<file path="src/rtl/moore_serial_tx_if.sv">
// Bundle of the frame-request and serial-output signals of moore_serial_tx.
//   master: drives start/data_in, observes x_out/busy/done/zero_count
//   slave : the transmitter side
//   start      - frame request
//   data_in    - parallel frame word, captured on accept
//   x_out      - serial data, MSB first
//   busy       - high while bits are shifted
//   done       - one-cycle pulse after the last bit
//   zero_count - number of 0 bits in the current/last frame
interface moore_serial_tx_if #(
  parameter int WIDTH = 8
);
  logic             start;
  logic [WIDTH-1:0] data_in;
  logic             x_out;
  logic             busy;
  logic             done;
  logic [4:0]       zero_count;

  modport master (
    output start, data_in,
    input  x_out, busy, done, zero_count
  );

  modport slave (
    input  start, data_in,
    output x_out, busy, done, zero_count
  );
endinterface

</file>
<file path="src/rtl/moore_serial_tx.sv">
// Moore serial transmitter: on an accepted start, loads a WIDTH-bit word and
// shifts it out MSB first, one bit per clock, then pulses done for one cycle.
// Also counts the 0 bits of the frame.
//   clock - rising-edge clock
//   reset - asynchronous, active-low reset
//   bus   - moore_serial_tx_if slave (start, data_in, x_out, busy, done,
//           zero_count)
// Parameters: WIDTH (2..16) frame length, IDLE_LEVEL line level when idle.
module moore_serial_tx #(
  parameter int   WIDTH      = 8,
  parameter logic IDLE_LEVEL = 1'b0
) (
  input  logic              clock,
  input  logic              reset,
  moore_serial_tx_if.slave  bus
);

  localparam int CW = (WIDTH > 2) ? $clog2(WIDTH) : 1;

  typedef enum logic [1:0] {
    ST_IDLE  = 2'd0,
    ST_SHIFT = 2'd1,
    ST_DONE  = 2'd2
  } state_t;

  state_t           state_q, state_d;
  logic [WIDTH-1:0] shreg_q, shreg_d;
  logic [CW-1:0]    cnt_q,   cnt_d;
  logic [4:0]       zcnt_q,  zcnt_d;

  always_ff @(posedge clock or negedge reset) begin
    if (!reset) begin
      state_q <= ST_IDLE;
      shreg_q <= '0;
      cnt_q   <= '0;
      zcnt_q  <= '0;
    end else begin
      state_q <= state_d;
      shreg_q <= shreg_d;
      cnt_q   <= cnt_d;
      zcnt_q  <= zcnt_d;
    end
  end

  always_comb begin
    state_d = state_q;
    shreg_d = shreg_q;
    cnt_d   = cnt_q;
    zcnt_d  = zcnt_q;
    unique case (state_q)
      ST_IDLE: begin
        if (bus.start) begin
          state_d = ST_SHIFT;
          shreg_d = bus.data_in;
          cnt_d   = '0;
          zcnt_d  = '0;
        end
      end
      ST_SHIFT: begin
        // The bit leaving this edge is the one currently on x_out.
        if (!shreg_q[WIDTH-1]) begin
          zcnt_d = zcnt_q + 5'd1;
        end
        shreg_d = {shreg_q[WIDTH-2:0], 1'b0};
        cnt_d   = cnt_q + CW'(1);
        if (cnt_q == CW'(WIDTH - 1)) begin
          state_d = ST_DONE;
        end
      end
      ST_DONE: begin
        state_d = ST_IDLE;
      end
      default: begin
        state_d = ST_IDLE;
      end
    endcase
  end

  // Outputs depend on registered state only, so reset clears them at once.
  always_comb begin
    bus.x_out      = IDLE_LEVEL;
    bus.busy       = 1'b0;
    bus.done       = 1'b0;
    bus.zero_count = zcnt_q;
    if (state_q == ST_SHIFT) begin
      bus.x_out = shreg_q[WIDTH-1];
      bus.busy  = 1'b1;
    end
    if (state_q == ST_DONE) begin
      bus.done = 1'b1;
    end
  end

endmodule

</file>
<file path="src/flat_wrapper.sv">
// flat-port wrapper written by rule: the top's interface ports become plain ports
module moore_serial_tx_flat 
#(
  parameter int   WIDTH      = 8,
  parameter logic IDLE_LEVEL = 1'b0
)
  (clock, reset, bus_start, bus_data_in, bus_x_out, bus_busy, bus_done, bus_zero_count);
  moore_serial_tx_if #(.WIDTH(WIDTH)) bus_i ();
  input  logic clock;
  input  logic reset;
  input wire logic [$bits(bus_i.start)-1:0] bus_start;
  input wire logic [$bits(bus_i.data_in)-1:0] bus_data_in;
  output wire logic [$bits(bus_i.x_out)-1:0] bus_x_out;
  output wire logic [$bits(bus_i.busy)-1:0] bus_busy;
  output wire logic [$bits(bus_i.done)-1:0] bus_done;
  output wire logic [$bits(bus_i.zero_count)-1:0] bus_zero_count;
  assign bus_i.start = bus_start;
  assign bus_i.data_in = bus_data_in;
  assign bus_x_out = bus_i.x_out;
  assign bus_busy = bus_i.busy;
  assign bus_done = bus_i.done;
  assign bus_zero_count = bus_i.zero_count;
  moore_serial_tx #(.WIDTH(WIDTH), .IDLE_LEVEL(IDLE_LEVEL)) u_core (.clock(clock), .reset(reset), .bus(bus_i));
endmodule
</file>
<file path="config.mk">
export PLATFORM = sky130hd
export DESIGN_NAME = moore_serial_tx_flat
export DESIGN_NICKNAME = d
export VERILOG_FILES = /design/src/rtl/moore_serial_tx_if.sv /design/src/rtl/moore_serial_tx.sv /design/src/flat_wrapper.sv
export SDC_FILE = /design/constraint.sdc
export NUM_CORES = 1
export LEC_CHECK = 0
export ABC_AREA = 1
export CAP_MARGIN = 0
export CELL_PAD_IN_SITES_DETAIL_PLACEMENT = 0
export CELL_PAD_IN_SITES_GLOBAL_PLACEMENT = 1
export CORE_MARGIN = 10
export CORE_UTILIZATION = 35
export DETAILED_ROUTE_END_ITERATION = 8
export PLACE_DENSITY = 0.79
export SYNTH_ARGS = -nofsm -noshare
export SYNTH_HDL_FRONTEND = slang
export SYNTH_SLANG_ARGS = --single-unit
</file>
<file path="constraint.sdc">
create_clock -name clock -period 1.3 [get_ports clock]
set_clock_uncertainty 0.05 [all_clocks]
set_input_delay 0.13 -clock clock [delete_from_list [all_inputs] [get_ports clock]]
set_output_delay 0.13 -clock clock [all_outputs]
set_load 0.05 [all_outputs]
</file>
## Word-level counts from Yosys, hierarchy flattened

Index checks and enable logic that the tools add are counted.

- Flip-flop bits (word level): 18

- Equal/unequal tests: 6
- Reductions and logical operators: 5
- $add $sub $neg: 2
- Mux-type cells: 13

Operators by type and width:

| operator | number |
|---|---|
| $pmux W8 S2 | 1 |
| $mux W5 | 2 |
| $pmux W5 S2 | 1 |
| $mux W8 | 1 |
| $pmux W3 S2 | 1 |
| $add A5 B1 Y5 const B | 1 |
| $mux W2 | 2 |
| $ne A2 B2 Y1 const B | 2 |
| $pmux W2 S2 | 1 |
| $reduce_and A2 Y1 | 2 |
| $add A3 B1 Y3 const B | 1 |
| $eq A3 B3 Y1 const B | 1 |
| $mux W1 | 3 |
| $mux W3 | 1 |
| $reduce_and A3 Y1 | 1 |
| $eq A2 B1 Y1 const B | 1 |
| $eq A2 B2 Y1 const B | 1 |
| $logic_not A2 Y1 | 1 |
| $ne A2 B1 Y1 const B | 1 |
| $reduce_bool A2 Y1 | 1 |

## Depth between registers and ports, before layout

Gate-level depths: netlist of the first run.

- Depth in word-level cells: 3
- Depth in mapped cells: 7

## Worst setup path before layout of the first run

No wires, ideal clock.

- Kind: flip-flop to flip-flop
- Start: register u_core.state_q[1]
- End: register u_core.zcnt_q[2] (netlist: u_core.bus.zero_count[2])
- Path buffers: 0
- Slack: -350 ps
- Stages on the path, launching flop included: 7
- Data required time: 1,132 ps
- Arrival: 1,482 ps
- Cells stage by stage: dfrtp_1 inv_2 nand2_2 nor2_1 nor2_1 nand2_1 nand2_1

- Word-level cells in the longest chain between the ends: 3
- Elaborated cells on any way between the ends: 7

Ends and longest elaborated chain:

| item | line | text |
|---|---|---|
| from (decl) | moore_serial_tx.sv:26 | `state_t state_q, state_d;` |
| from (signal assigned) | moore_serial_tx.sv:38 | `state_q <= state_d;` |
| $eq A2 B1 Y1 / $logic_not A2 Y1 (equally long branches) | moore_serial_tx.sv:50 | `unique case (state_q)` |
| $ne A2 B2 Y1 (no source line) / $reduce_bool A2 Y1 (equally long branches) | n/a |  |
| $reduce_and A3 Y1 (no source line) | n/a |  |
| to (signal assigned) | moore_serial_tx.sv:41 | `zcnt_q <= zcnt_d;` |
| to (decl) | moore_serial_tx.sv:29 | `logic [4:0] zcnt_q, zcnt_d;` |

Parallel ways exist; a longest one is shown, timed or not.
A chain may end at the register's enable or synchronous reset.

## Worst setup path in the final report of the first run

- Start: register u_core.state_q[1]
- End: output bus_x_out

- Word-level cells in the longest chain between the ends: 2

Ends and longest elaborated chain:

| item | line | text |
|---|---|---|
| $eq A2 B1 Y1 | moore_serial_tx.sv:85 | `if (state_q == ST_SHIFT) begin` |
| $mux W1 | moore_serial_tx.sv:85 |  |
| to (decl) | flat_wrapper.sv:13 | `output wire logic [$bits(bus_i.x_out)-1:0] bus_x_out;` |

No other way between the ends.

==> results of run 1 <==
worst max path at each step:
stage                                     to  slack [ns]  cells after the start
finish                             bus_x_out       -0.03                      4
global route                       bus_x_out       -0.08                      4
CTS                                bus_x_out       -0.08                      4
detailed placement  u_core.bus.zero_count[0]       0.003                      6
global placement           u_core.shreg_q[3]        0.01                      5
floorplan                           bus_done        0.02                      2
per-stage QoR:
step | instances | setup WS (ns)
after floorplan | 121 | 0.0191
after global placement | 172 | 0.0134
after detailed placement | 172 | 0.00299
after CTS | 179 | -0.0819
after global routing | 181 | -0.0848
final | 181 | -0.0307
sequential cells by signal (all words and copies together) (netlist names):
name	count
u_core.bus.zero_count	5
u_core.state_q	2
u_core.cnt_q	3
u_core.shreg_q	8
metal layers:
layer,up-vias,share of wire
li1,432,-
met3,4,0.045
met2,11,0.48
met5,-,0
met1,365,0.46
met4,0,0.011
area by class of cell:
| cell class | count | area, um2 |
|---|---|---|
| clock buffer | 4 | 36.3 |
| fill | 260 | 1140 |
| inverter | 15 | 56.3 |
| multi-input combinational | 86 | 414 |
| sequential | 18 | 454 |
| tap | 30 | 37.5 |
| timing repair buffer | 28 | 335 |
synth_stat cells:
| cell | n |
|---|---|
| sky130_fd_sc_hd__buf_6 | 1 |
| sky130_fd_sc_hd__inv_1 | 13 |
| sky130_fd_sc_hd__inv_2 | 2 |
| sky130_fd_sc_hd__nor2_1 | 13 |
| sky130_fd_sc_hd__nor2_4 | 1 |
| sky130_fd_sc_hd__o21ai_0 | 1 |
| sky130_fd_sc_hd__nand3_1 | 5 |
| sky130_fd_sc_hd__buf_2 | 1 |
| sky130_fd_sc_hd__a21oi_1 | 2 |
| sky130_fd_sc_hd__dfrtp_1 | 18 |
| sky130_fd_sc_hd__nand4_1 | 3 |
| sky130_fd_sc_hd__nand2_1 | 48 |
| sky130_fd_sc_hd__o21ai_1 | 7 |
| sky130_fd_sc_hd__ha_1 | 3 |
| sky130_fd_sc_hd__nand2_2 | 3 |
timing repair:
item	in CTS	in global routing
setup buffers	3	3
pin swaps	1	2
endpoints found under the setup margin	3	9
hold endpoints to repair	0	0
gates resized for setup	0	5
kinds of logic (layout without fill, tap and decap cells):
logic type | count (synthesis) | count (layout) | share of synthesized area
buffers and inverters | 17 | 47 | 0.0795
AOI/OAI and AO/OA | 10 | 10 | 0.0548
adders and majority gates | 3 | 3 | 0.0411
and+or+nand+nor | 73 | 73 | 0.332
DFF | 18 | 18 | 0.493
worst max-delay path, delay by kind of cell (launching register included):
family | cells | cell delay, ns
simple gates | 2 | 0.21
buf+inv | 2 | 0.25
flops | 1 | 0.40
where the power goes:
part           leakage (nW)  switching (mW)  internal [mW]  total [mW]
clock                0.0210           0.169          0.170       0.339
combinational         0.451            1.13          0.918        2.05
sequential            0.222           0.233          0.816        1.05
==> flow_metrics.env, run 1 <==
export IMPL_clock_sinks=18
export IMPL_syn_cell_area_um2=913
export IMPL_arrival_ns=1.15
export IMPL_synth_fp_nets=135
export IMPL_library_cell_occupying_the_most_area_in_the_post_synthesis_netlist="sky130_fd_sc_hd__dfrtp_1"
export IMPL_final_setup_viol_count=2
export IMPL_fin_ws_ns=-0.0307
export IMPL_min_delay_path_class="in2async"
export IMPL_final_max_slew_viol_count=0
export IMPL_insertedDiodeCount=0
export IMPL_timing_critical_path_required_ns=1.12
export IMPL_cts_root_buffer="sky130_fd_sc_hd__clkbuf_4"
export IMPL_tritoncts="yes"
export IMPL_htree_num_levels=1
export IMPL_clock_fmax_mhz=751
export IMPL_finalCriticalPeriod_ns=1.33
export IMPL_crit_path_max_fanout=5
export IMPL_mostFrequentLayoutCells="sky130_fd_sc_hd__nand2_1 (48), sky130_fd_sc_hd__dfrtp_1 (15), sky130_fd_sc_hd__inv_1 (13)"
export IMPL_gr_max_usage_layer="met2"
export IMPL_grt_max_degree=19
export IMPL_drtPass1Iterations=4
export IMPL_final_hold_viol_count=0
export IMPL_ctsLongestPathBuffers=2
export IMPL_vias_per_cell=4.49
export IMPL_rrSetupSlack_ns=0.04
export IMPL_worst_setup_path_type="reg2out"
export IMPL_core_area_mm2=0.00248
export IMPL_setup_worst_path_end_class="primary output"
export IMPL_antenna_left=0
export IMPL_gp_routability_congestion=0.763
export IMPL_peakVddDrop_mv=1.15
export IMPL_die_area_mm2=0.00505
export IMPL_synth_seq_cells=18
export IMPL_rows=18
export IMPL_setup_tns_ns=-0.0335
export IMPL_power_density_mw_per_mm2=2570
export IMPL_layout_area_overhead_vs_synth_pct=46.0
export IMPL_post_dp_hpwl_um=1580
export IMPL_grt_ovfl_total=0
export IMPL_violations="negative setup slack"
export IMPL_outcome="finished with violations"
export IMPL_height_of_the_chip_um=71.1
export IMPL_ioPinCount=19
export IMPL_cpPeakStageDelay_ns=0.40
export IMPL_setup_worst_path_start="u_core.state_q[1]"
export IMPL_max_cap_violations=0
export IMPL_use_met2=0.137
export IMPL_met3_usage=0.0265
export IMPL_route_final_wire_length_um=2090
export IMPL_initial_core_util=0.369
export IMPL_drc_errors=0
export IMPL_worstRegToRegCells=6
export IMPL_placement_cell_area_mm2=0.00124
export IMPL_insertion_delay_to_the_later_sink_of_the_worst_skew_pair_ns=0.28
export IMPL_finish_net_count=166
export IMPL_drtIter0Drc=26
export IMPL_initial_antenna_violation_count=0
export IMPL_power_mw=3.43
export IMPL_p_leak_nw=0.694
export IMPL_grt_setup_unrepaired="true"
export IMPL_synth_avg_cell_area_um2=7.55
export IMPL_ctsHoldBuffers=0
export IMPL_share_of_the_cycle_needed_by_the_critical_path_after_routing=1.02
export IMPL_mostFrequentLayoutCell="sky130_fd_sc_hd__nand2_1"
export IMPL_cts_inserted_buffers=3
export IMPL_worst_setup_path_start_kind="flip-flop"
export IMPL_dr_total_vias=812
export IMPL_yosys_top_cells_area="sky130_fd_sc_hd__dfrtp_1 (49%), sky130_fd_sc_hd__nand2_1 (20%), sky130_fd_sc_hd__inv_1 (5.3%)"
export IMPL_r2r_end="u_core.bus.zero_count[4]"
export IMPL_slew_headroom=0.795
export IMPL_port_buffers=18
export IMPL_global_route_wire_length_before_repair_um=3500
export IMPL_met1_usage=0.0919
export IMPL_timing_critical_path_cells="inv_2, nand2_4, nor2_4, buf_12"
export IMPL_postLayoutCellArea_mm2=0.00133
export IMPL_worst_pin_slew_ns=0.308
export IMPL_routedWlPerCell_um=11.5
export IMPL_synth_largest_type_area_fraction=0.493
export IMPL_synth_seq_area_share=0.493
export IMPL_hold_worst_slack_ns=0.120
export IMPL_utilization=0.538
export IMPL_slowest_stage="sky130_fd_sc_hd__dfrtp_1"
export IMPL_grt_use_total=0.0810
export IMPL_yosysWarnings=0
export IMPL_clk_pin_slew_worst_paths_ns=0.11
export IMPL_grt_pass1_vias=800
export IMPL_post_route_cells_drive_above_1_share=0.225
export IMPL_yosys_cell_types_count=15
export IMPL_r2r_start="u_core.state_q[1]"
export IMPL_die_width_um=71.1
export IMPL_postSynthCellCount=121
Power figures use the tool's default switching activity.
==> run 2, diff against run 1 <==
- ABC_CLOCK_PERIOD_IN_PS: default -> 1300
- CORE_MARGIN: 10 -> 1
==> flow_metrics.env, run 2 (synthesis gave the netlist of run 1 again) <==
export IMPL_clock_sinks=18
export IMPL_routedWlPerCell_um=10.5
export IMPL_largest_register_ffs=8
export IMPL_timing_critical_path_cells="inv_2, nand2_4, nor2_4, buf_12"
export IMPL_core_area_mm2=0.00248
export IMPL_ioPinCount=19
export IMPL_mostFrequentLayoutCell="sky130_fd_sc_hd__nand2_1"
export IMPL_worst_pin_slew_ns=0.291
export IMPL_cpPeakStageDelay_ns=0.44
export IMPL_violations="negative setup slack"
export IMPL_setup_worst_path_end_class="primary output"
export IMPL_htree_num_levels=1
export IMPL_tritoncts="yes"
export IMPL_worst_setup_path_type="reg2out"
export IMPL_multi_input_area_um2=434
export IMPL_seqCellArea_um2=454
export IMPL_die_width_um=53.1
export IMPL_largest_register="u_core.shreg_q"
export IMPL_route_final_wire_length_um=1910
export IMPL_ctsLongestPathBuffers=2
export IMPL_clock_fmax_mhz=736
export IMPL_grt_use_total=0.156
export IMPL_worst_setup_path_start_kind="flip-flop"
export IMPL_power_density_mw_per_mm2=2550
export IMPL_p_leak_nw=0.691
export IMPL_cell_class_contributing_the_biggest_share_of_worst_path_delay="flip-flops"
export IMPL_layout_area_overhead_vs_synth_pct=49.0
export IMPL_slowest_stage="sky130_fd_sc_hd__dfrtp_1"
export IMPL_height_of_the_chip_um=53.1
export IMPL_ctsHoldBuffers=0
export IMPL_outcome="finished with violations"
export IMPL_finish_net_count=166
export IMPL_global_route_wire_length_before_repair_um=3150
export IMPL_nFillCells=239
export IMPL_antenna_left=0
export IMPL_initial_antenna_violation_count=0
export IMPL_drc_errors=0
export IMPL_share_of_the_cycle_needed_by_the_critical_path_after_routing=1.05
export IMPL_grt_setup_unrepaired="true"
export IMPL_cts_root_buffer="sky130_fd_sc_hd__clkbuf_4"
export IMPL_max_cap_violations=0
export IMPL_drtPass1Iterations=4
export IMPL_port_buffers=18
export IMPL_mostFrequentLayoutCells="sky130_fd_sc_hd__nand2_1 (47), sky130_fd_sc_hd__dfrtp_1 (15), sky130_fd_sc_hd__inv_1 (13)"
export IMPL_initial_core_util=0.369
export IMPL_drtIter0Drc=19
export IMPL_utilization=0.549
export IMPL_grt_max_degree=19
export IMPL_final_max_slew_viol_count=0
export IMPL_cts_inserted_buffers=3
export IMPL_rows=18
export IMPL_post_route_cells_drive_above_1_share=0.232
export IMPL_grt_pass1_vias=743
export IMPL_die_area_mm2=0.00282
export IMPL_dr_total_vias=821
export IMPL_clk_pin_slew_worst_paths_ns=0.10
export IMPL_crit_path_max_fanout=4
export IMPL_peakVddDrop_mv=1.36
export IMPL_fin_ws_ns=-0.0594
export IMPL_wp_buf_inv=2
export IMPL_timing_critical_path_required_ns=1.12
export IMPL_insertion_delay_to_the_later_sink_of_the_worst_skew_pair_ns=0.29
export IMPL_gp_routability_congestion=0.763
export IMPL_setup_tns_ns=-0.0716
export IMPL_final_hold_viol_count=0
export IMPL_grt_ovfl_total=0
export IMPL_vias_per_cell=4.54
export IMPL_final_setup_viol_count=4
export IMPL_min_delay_path_class="in2async"
export IMPL_finalCriticalPeriod_ns=1.36
export IMPL_insertedDiodeCount=0
export IMPL_arrival_ns=1.18
export IMPL_slew_headroom=0.806
export IMPL_post_dp_hpwl_um=1330
-- run 2: cell counts in the layout (fill, tap and decap cells not counted) --
Identical to the previous run, type by type.
-- run 2: path summary, 6_finish.rpt --
check / cells past startpoint / endpoint / from / slack [ns]
setup reg to reg: 7 / u_core.shreg_q[2] / u_core.state_q[1] / -0.01
hold reg to reg: 2 / u_core.cnt_q[1] / u_core.cnt_q[1] / 0.44
min in group clock: 3 / u_core.shreg_q[0] / bus_data_in[0] / 0.34
setup / recovery: 4 / bus_x_out / u_core.state_q[1] / -0.06
hold / removal: 2 / u_core.state_q[1] / reset / 0.11
max in group asynchronous: 2 / u_core.bus.zero_count[1] / reset / 0.88
-- run 2: cell type report --
| type | count | area share |
|---|---|---|
| Timing Repair Buffer | 28 | 0.252 |
| Inverter | 15 | 0.0414 |
| Sequential cell | 18 | 0.334 |
| Multi-Input combinational cell | 86 | 0.319 |
| Tap cell | 30 | 0.0276 |
| Clock buffer | 4 | 0.0267 |
-- run 2: per-stage QoR --
step,power [mW],cell area (um2),hold WS [ns],setup WS (ns),instances
finish,3.48,1360,0.113,-0.0594,181
global route,3.76,1360,0.149,-0.111,181
CTS,3.38,1320,0.111,-0.0691,180
detailed placement,2.95,1240,0.416,0.0163,172
global placement,2.91,1240,0.407,0.0302,172
floorplan,2.17,923,-0.216,0.0191,121
-- run 2: power breakdown --
part	internal [mW]	switching (mW)	total, mW	leakage [nW]
Combinational	0.941	1.13	2.07	0.448
Sequential	0.815	0.242	1.06	0.222
Clock	0.171	0.173	0.344	0.0210
Total	1.93	1.55	3.48	0.691
-- run 2: timing repair --
action / 4_1_cts / 5_1_grt
resized for setup: 2 / 10
setup buffers: 4 / 1
setup endpoints to repair: 3 / 15
pin swaps: 3 / 5
-- run 2: worst reg2reg max path, delay by kind of cell, from the launching register on --
family          cells  cell delay [ns]
compound gates      1             0.12
buf+inv             3             0.46
flops               1             0.44
simple gates        3             0.18
-- run 2: routing by layer --
| metal | track usage | share of wire |
|---|---|---|
| met1 | 0.189 | 0.47 |
| met2 | 0.257 | 0.49 |
| met3 | 0.0517 | 0.033 |
| met4 | 0.0526 | 0.0089 |
| met5 | 0 | 0 |
==> RTL edit 1: new RTL, config.mk and constraints of run 2 <==
`IDLE_LEVEL` is set to 1'b0 in 2 places; all go to 1'b1.
--- a/src/rtl/moore_serial_tx.sv
+++ b/src/rtl/moore_serial_tx.sv
@@ -8,7 +8,7 @@
 // Parameters: WIDTH (2..16) frame length, IDLE_LEVEL line level when idle.
 module moore_serial_tx #(
   parameter int   WIDTH      = 8,
-  parameter logic IDLE_LEVEL = 1'b0
+  parameter logic IDLE_LEVEL = 1'b1
 ) (
   input  logic              clock,
   input  logic              reset,
--- a/src/flat_wrapper.sv
+++ b/src/flat_wrapper.sv
@@ -2,7 +2,7 @@
 module moore_serial_tx_flat 
 #(
   parameter int   WIDTH      = 8,
-  parameter logic IDLE_LEVEL = 1'b0
+  parameter logic IDLE_LEVEL = 1'b1
 )
   (clock, reset, bus_start, bus_data_in, bus_x_out, bus_busy, bus_done, bus_zero_count);
   moore_serial_tx_if #(.WIDTH(WIDTH)) bus_i ();
Formal check against the unedited RTL: not equivalent (Yosys sat finds a counterexample within 4 cycles, from zero or initial values and one cycle with reset low).
==> RTL edit 1 against run 2 <==
Count of clock-buffer cells in the layout unchanged; power up 5.2%; cell area is 1.1% higher; sequential cell count unchanged; worst setup slack improved by 62 ps; area after synthesis grew 4.1%; wire length grew 3.0%; final cell count is 7.7% lower; critical endpoint is now bus_busy; largest power group unchanged.
==> RTL edit 1: results (changes against run 2) <==
Leak pwr: 0.0006414 uW (-7.1%)
Hold slack: 98.24 ps (-14.74 ps)
Worst Tran Pin Value: 246.7 ps (-44.17 ps)
# nets final: 152 (-8.4%)
First-pass GRT wire length: 3167 um (+0.44%)
Synth Net Count: 122 (-9.6%)
Reg-to-reg endpoint: u_core.shreg_q[7]$_DFFE_PN0P_
Largest cells by area after synthesis: dfrtp_1, nand2_1, o21ai_2
R2R setup slack: 70 ps (+80 ps)
Post-synthesis compound-gate area fraction: 13.55% (+8.1 points)
DP Wirelength: 1330 um (-0.28%)
FF-to-FF Start: u_core.state_q[0]$_DFFE_PN0P_
Synthesized-area fraction occupied by adder cells: 3.947% (-0.16 points)
Vias: 775 (-5.6%)
Sequential element share of the synthesized area: 47.37% (-1.9 points)
Router iterations before antenna repair: 2 (-2)
Most frequent cells after synthesis: nand2_1, dfrtp_1, inv_1
Share of layout cells above drive strength 1: 35.04% (+12 points)
Fill cells: 228 (-4.6%)
Status: complete, no violations
Vias in the first global route: 721 (-3.0%)
Worst vdd ir: 1.846 mV (+35%)
Starting DRT DRC Count: 9 (-10)
Sw Pwr: 1706 uW (+10%)
Placer Congestion: 0.7977 (+4.6%)
Largest fanout on the critical path: 5 (+1)
==> RTL edit 1: changes by cell type after synthesis, moves of 2 or more <==
cell	before	now
inv_1	13	11
nand2_1	48	31
nand2_2	3	1
nand2_4	0	3
nand3_1	5	7
nand4_1	3	1
nor2_1	13	7
o21ai_2	0	8
==> RTL edit 1: critical path, cell delays in order, from the launching register on <==
cell and delay, ps:
dfrtp_2 510, nand2_8 140, inv_8 40, buf_12 130
==> RTL edit 1: cell type report <==
cell class                 instances  area share [%]
inverter                          13           4.273
multi-input combinational         74           33.45
timing repair buffer              28           24.64
tap                               30           2.727
sequential                        18           33.00
clock buffer                       4           1.909
==> RTL edit 1: cells by family after synthesis <==
logic type / Yosys count
AND/OR/NAND/NOR: 52
AO/OA/AOI/OAI: 19
flip-flops: 18
buffers and inverters: 16
adder cells (fa/ha/maj): 3
==> RTL edit 1: metal layers <==
| metal | track usage (%) | share of wire, % | vias to the layer above |
|---|---|---|---|
| met5 | 0 | 0 | - |
| met4 | 7.265 | 2.6 | 0 |
| met3 | 5.932 | 4.3 | 7 |
| met2 | 26.42 | 50 | 15 |
| met1 | 18.66 | 43 | 348 |
| li1 | - | - | 405 |
==> RTL edit 1: worst max path at each step <==
stage                                       start                                    to  slack, ps  cells past startpoint
finish              u_core.state_q[0]$_DFFE_PN0P_                              bus_busy          3                      3
global route        u_core.state_q[0]$_DFFE_PN0P_                              bus_busy        -40                      3
CTS                 u_core.state_q[0]$_DFFE_PN0P_                              bus_done        -30                      2
detailed placement                      bus_start         u_core.shreg_q[5]$_DFFE_PN0P_         60                      5
global placement                        bus_start         u_core.shreg_q[5]$_DFFE_PN0P_         60                      5
floorplan           u_core.state_q[1]$_DFFE_PN0P_  u_core.bus.zero_count[0]$_DFFE_PN0P_          4                      6
==> RTL edit 1: power groups by stage <==
| stage | clock network [uW] | registers, uW | logic, uW |
|---|---|---|---|
| finish | 298 | 982 | 2380 |
| CTS | 316 | 963 | 2300 |
| global route | 338 | 1010 | 2600 |
| floorplan | 0 | 1130 | 1290 |
| global placement | 0 | 953 | 2120 |
| detailed placement | 0 | 962 | 2140 |
==> RTL edit 1: what timing repair did <==
action,CTS,global route
pin swaps,0,1
resized for setup,6,11
endpoints found under the setup margin,3,16
setup buffers,4,2
hold buffers,0,0
==> RTL edit 1: per-stage QoR <==
step / TNS [ps] / instance area (um^2) / setup WS, ps / instances / power [uW]
CTS: -48.22 / 1340 / -27.97 / 166 / 3574
finish: 0 / 1376 / 2.610 / 167 / 3658
global placement: 0 / 1264 / 62.36 / 158 / 3077
global route: -118.1 / 1376 / -44.25 / 167 / 3946
detailed placement: 0 / 1264 / 60.85 / 158 / 3103
floorplan: 0 / 958.4 / 4.103 / 108 / 2418
==> RTL edit 2: new RTL, settings of run 2 <==
Without the edit above. `shreg_q` no longer has a reset.
--- a/src/rtl/moore_serial_tx.sv
+++ b/src/rtl/moore_serial_tx.sv
@@ -31,15 +31,17 @@
   always_ff @(posedge clock or negedge reset) begin
     if (!reset) begin
       state_q <= ST_IDLE;
-      shreg_q <= '0;
       cnt_q   <= '0;
       zcnt_q  <= '0;
     end else begin
       state_q <= state_d;
-      shreg_q <= shreg_d;
       cnt_q   <= cnt_d;
       zcnt_q  <= zcnt_d;
     end
+  end
+
+  always_ff @(posedge clock) begin
+    shreg_q <= shreg_d;
   end
 
   always_comb begin
Formal check against the unedited RTL: same outputs for any inputs over 10 cycles, from zero or initial values and one cycle with reset low; that may be too few to reach the edited logic, so the function may still have changed.
==> RTL edit 2 against run 2 <==
The run still ends with setup timing left; cell area shrank 7.4%; worst setup slack gained 32 ps; wire length shrank 18%; first-iteration DRC count shrank 16%; power shrank 6.2%; sequential cell count is the same; area after synthesis shrank 6.6%.
==> RTL edit 2: results (changes against run 2) <==
Synth unique cells: 19 (+4)
Drt wl/cell: 10.81 um (+2.6%)
CTS sink cnt: 18 (unchanged)
CP arrival: 1150 ps (-30 ps)
Placer Congestion: 0.7814 (+2.5%)
Reported clock group power: 293 uW (-15%)
Largest net degree at the start of global routing: 14 (-5)
Number of flops mapped to enable cells by yosys: 8 (+8)
P_comb: 1880 uW (-9%)
GRT met1 Usage: 17.33% (-1.6 points)
Via density: 4.621 (+1.9%)
Internal cell power: 1918 uW (-0.46%)
# nets final: 132 (-20%)
DP Wirelength: 1166 um (-13%)
Setup ws final: -27.05 ps (+32.39 ps)
Dpl cell area: 0.001186 mm^2 (-4.5%)
Inverters: 9 (-6)
Clock power share: 9.0% (-0.9 points)
Synth Net Count: 101 (-25%)
Status: complete, but fails checks
Largest cells by area after synthesis: dfrtp_1, edfxtp_1, nand2_1
First-pass GRT wire length: 2704 um (-14%)
Most frequent cells after synthesis: nand2_1, dfrtp_1, edfxtp_1
Met2 Use GR: 23.16% (-2.6 points)
CP delay by family, top: flip-flops
Sequential element share of the synthesized area: 57.48% (+8.2 points)
R2R setup slack: 40 ps (+50 ps)
Starting DRT DRC Count: 16 (-3)
Setup WS pre-CTS: -20.42 ps (-36.76 ps)
Crit-path max cell delay: 380 ps (-60 ps)
Plain + repair buffers: 28 (unchanged)
Fraction of area in registers: 39.13% (+5.8 points)
Failing checks: setup timing
Async SR Flop Fraction: 55.56% (-44 points)
Metal-1 WL: 727 um (-18%)
GRT Util Overall: 13.94% (-1.7 points)
# setup viols final: 1 (-3)
Hold slack: 98.74 ps (-14.24 ps)
Slew margin rel.: 68.01% (-13 points)
Yosys warns: 0 (unchanged)
Clock-cell share: 2.085% (-0.58 points)
Most common flop cell mapped by yosys: dfrtp_1
Fill cells: 213 (-11%)
Non-clock buffer area fraction after layout: 27.61% (+2.4 points)
Multi-input gates: 58 (-33%)
Vias in the first global route: 639 (-14%)
Share of layout cells above drive strength 1: 26.50% (+3.3 points)
Multi-input gate share of total cell area: 25.12% (-6.8 points)
Cell Area, Synth: 853.3 um^2 (-6.6%)
Met3 Use GR: 2.976% (-2.2 points)
Metal3 WL: 85 um (+35%)
Leak pwr: 0.0005826 uW (-16%)
Met2 WL: 735 um (-22%)
## RTL edit 2: changes by cell type after synthesis, sizes merged
cell,delta
o21ai,-6
nor2,-8
a22o,+2
inv,-6
xnor2,+1
nand4,-1
nand2,-18
mux2i,+1
dfrtp,-8
edfxtp,+8
a21oi,+1
## RTL edit 2: timing repair
item                                    in CTS  in global routing
setup buffers                                4                  0
gates resized for setup                      5                  1
endpoints found under the setup margin       2                 15
pin swaps                                    2                  1
hold buffers                                 0                  0
## RTL edit 2: path summary, 6_finish.rpt
check                                                       end                     startpoint  depth (start not counted)
max                                                   bus_x_out  u_core.state_q[1]$_DFFE_PN0P_                          4
min                        u_core.bus.zero_count[3]$_DFFE_PN0P_                          reset                          1
max reg2reg                         u_core.shreg_q[2]$_DFFE_PP_  u_core.state_q[0]$_DFFE_PN0P_                          4
min reg2reg                         u_core.cnt_q[0]$_DFFE_PN0P_    u_core.cnt_q[0]$_DFFE_PN0P_                          1
max in group asynchronous  u_core.bus.zero_count[1]$_DFFE_PN0P_                          reset                          1
min in group clock              u_core.shreg_q[0]$_SDFFCE_PP0P_                 bus_data_in[0]                          3
## RTL edit 2: kinds of logic after synthesis
group | after synthesis | synth area share [%]
AND/OR/NAND/NOR | 46 | 23.61
multiplexers | 1 | 1.173
flip-flops | 18 | 57.48
XOR/XNOR | 1 | 1.027
AO/OA/AOI/OAI | 7 | 5.425
buffers and inverters | 11 | 6.892
adder cells (fa/ha/maj) | 3 | 4.399
## RTL edit 2: through the flow
step / setup TNS, ps / utilization [%] / instances
floorplan: 0 / - / 87
global placement: -140.0 / 52.61 / 137
detailed placement: -162.6 / 52.61 / 137
CTS: -51.48 / 55.88 / 145
global route: -261.8 / 55.88 / 145
finish: -27.05 / 55.88 / 145
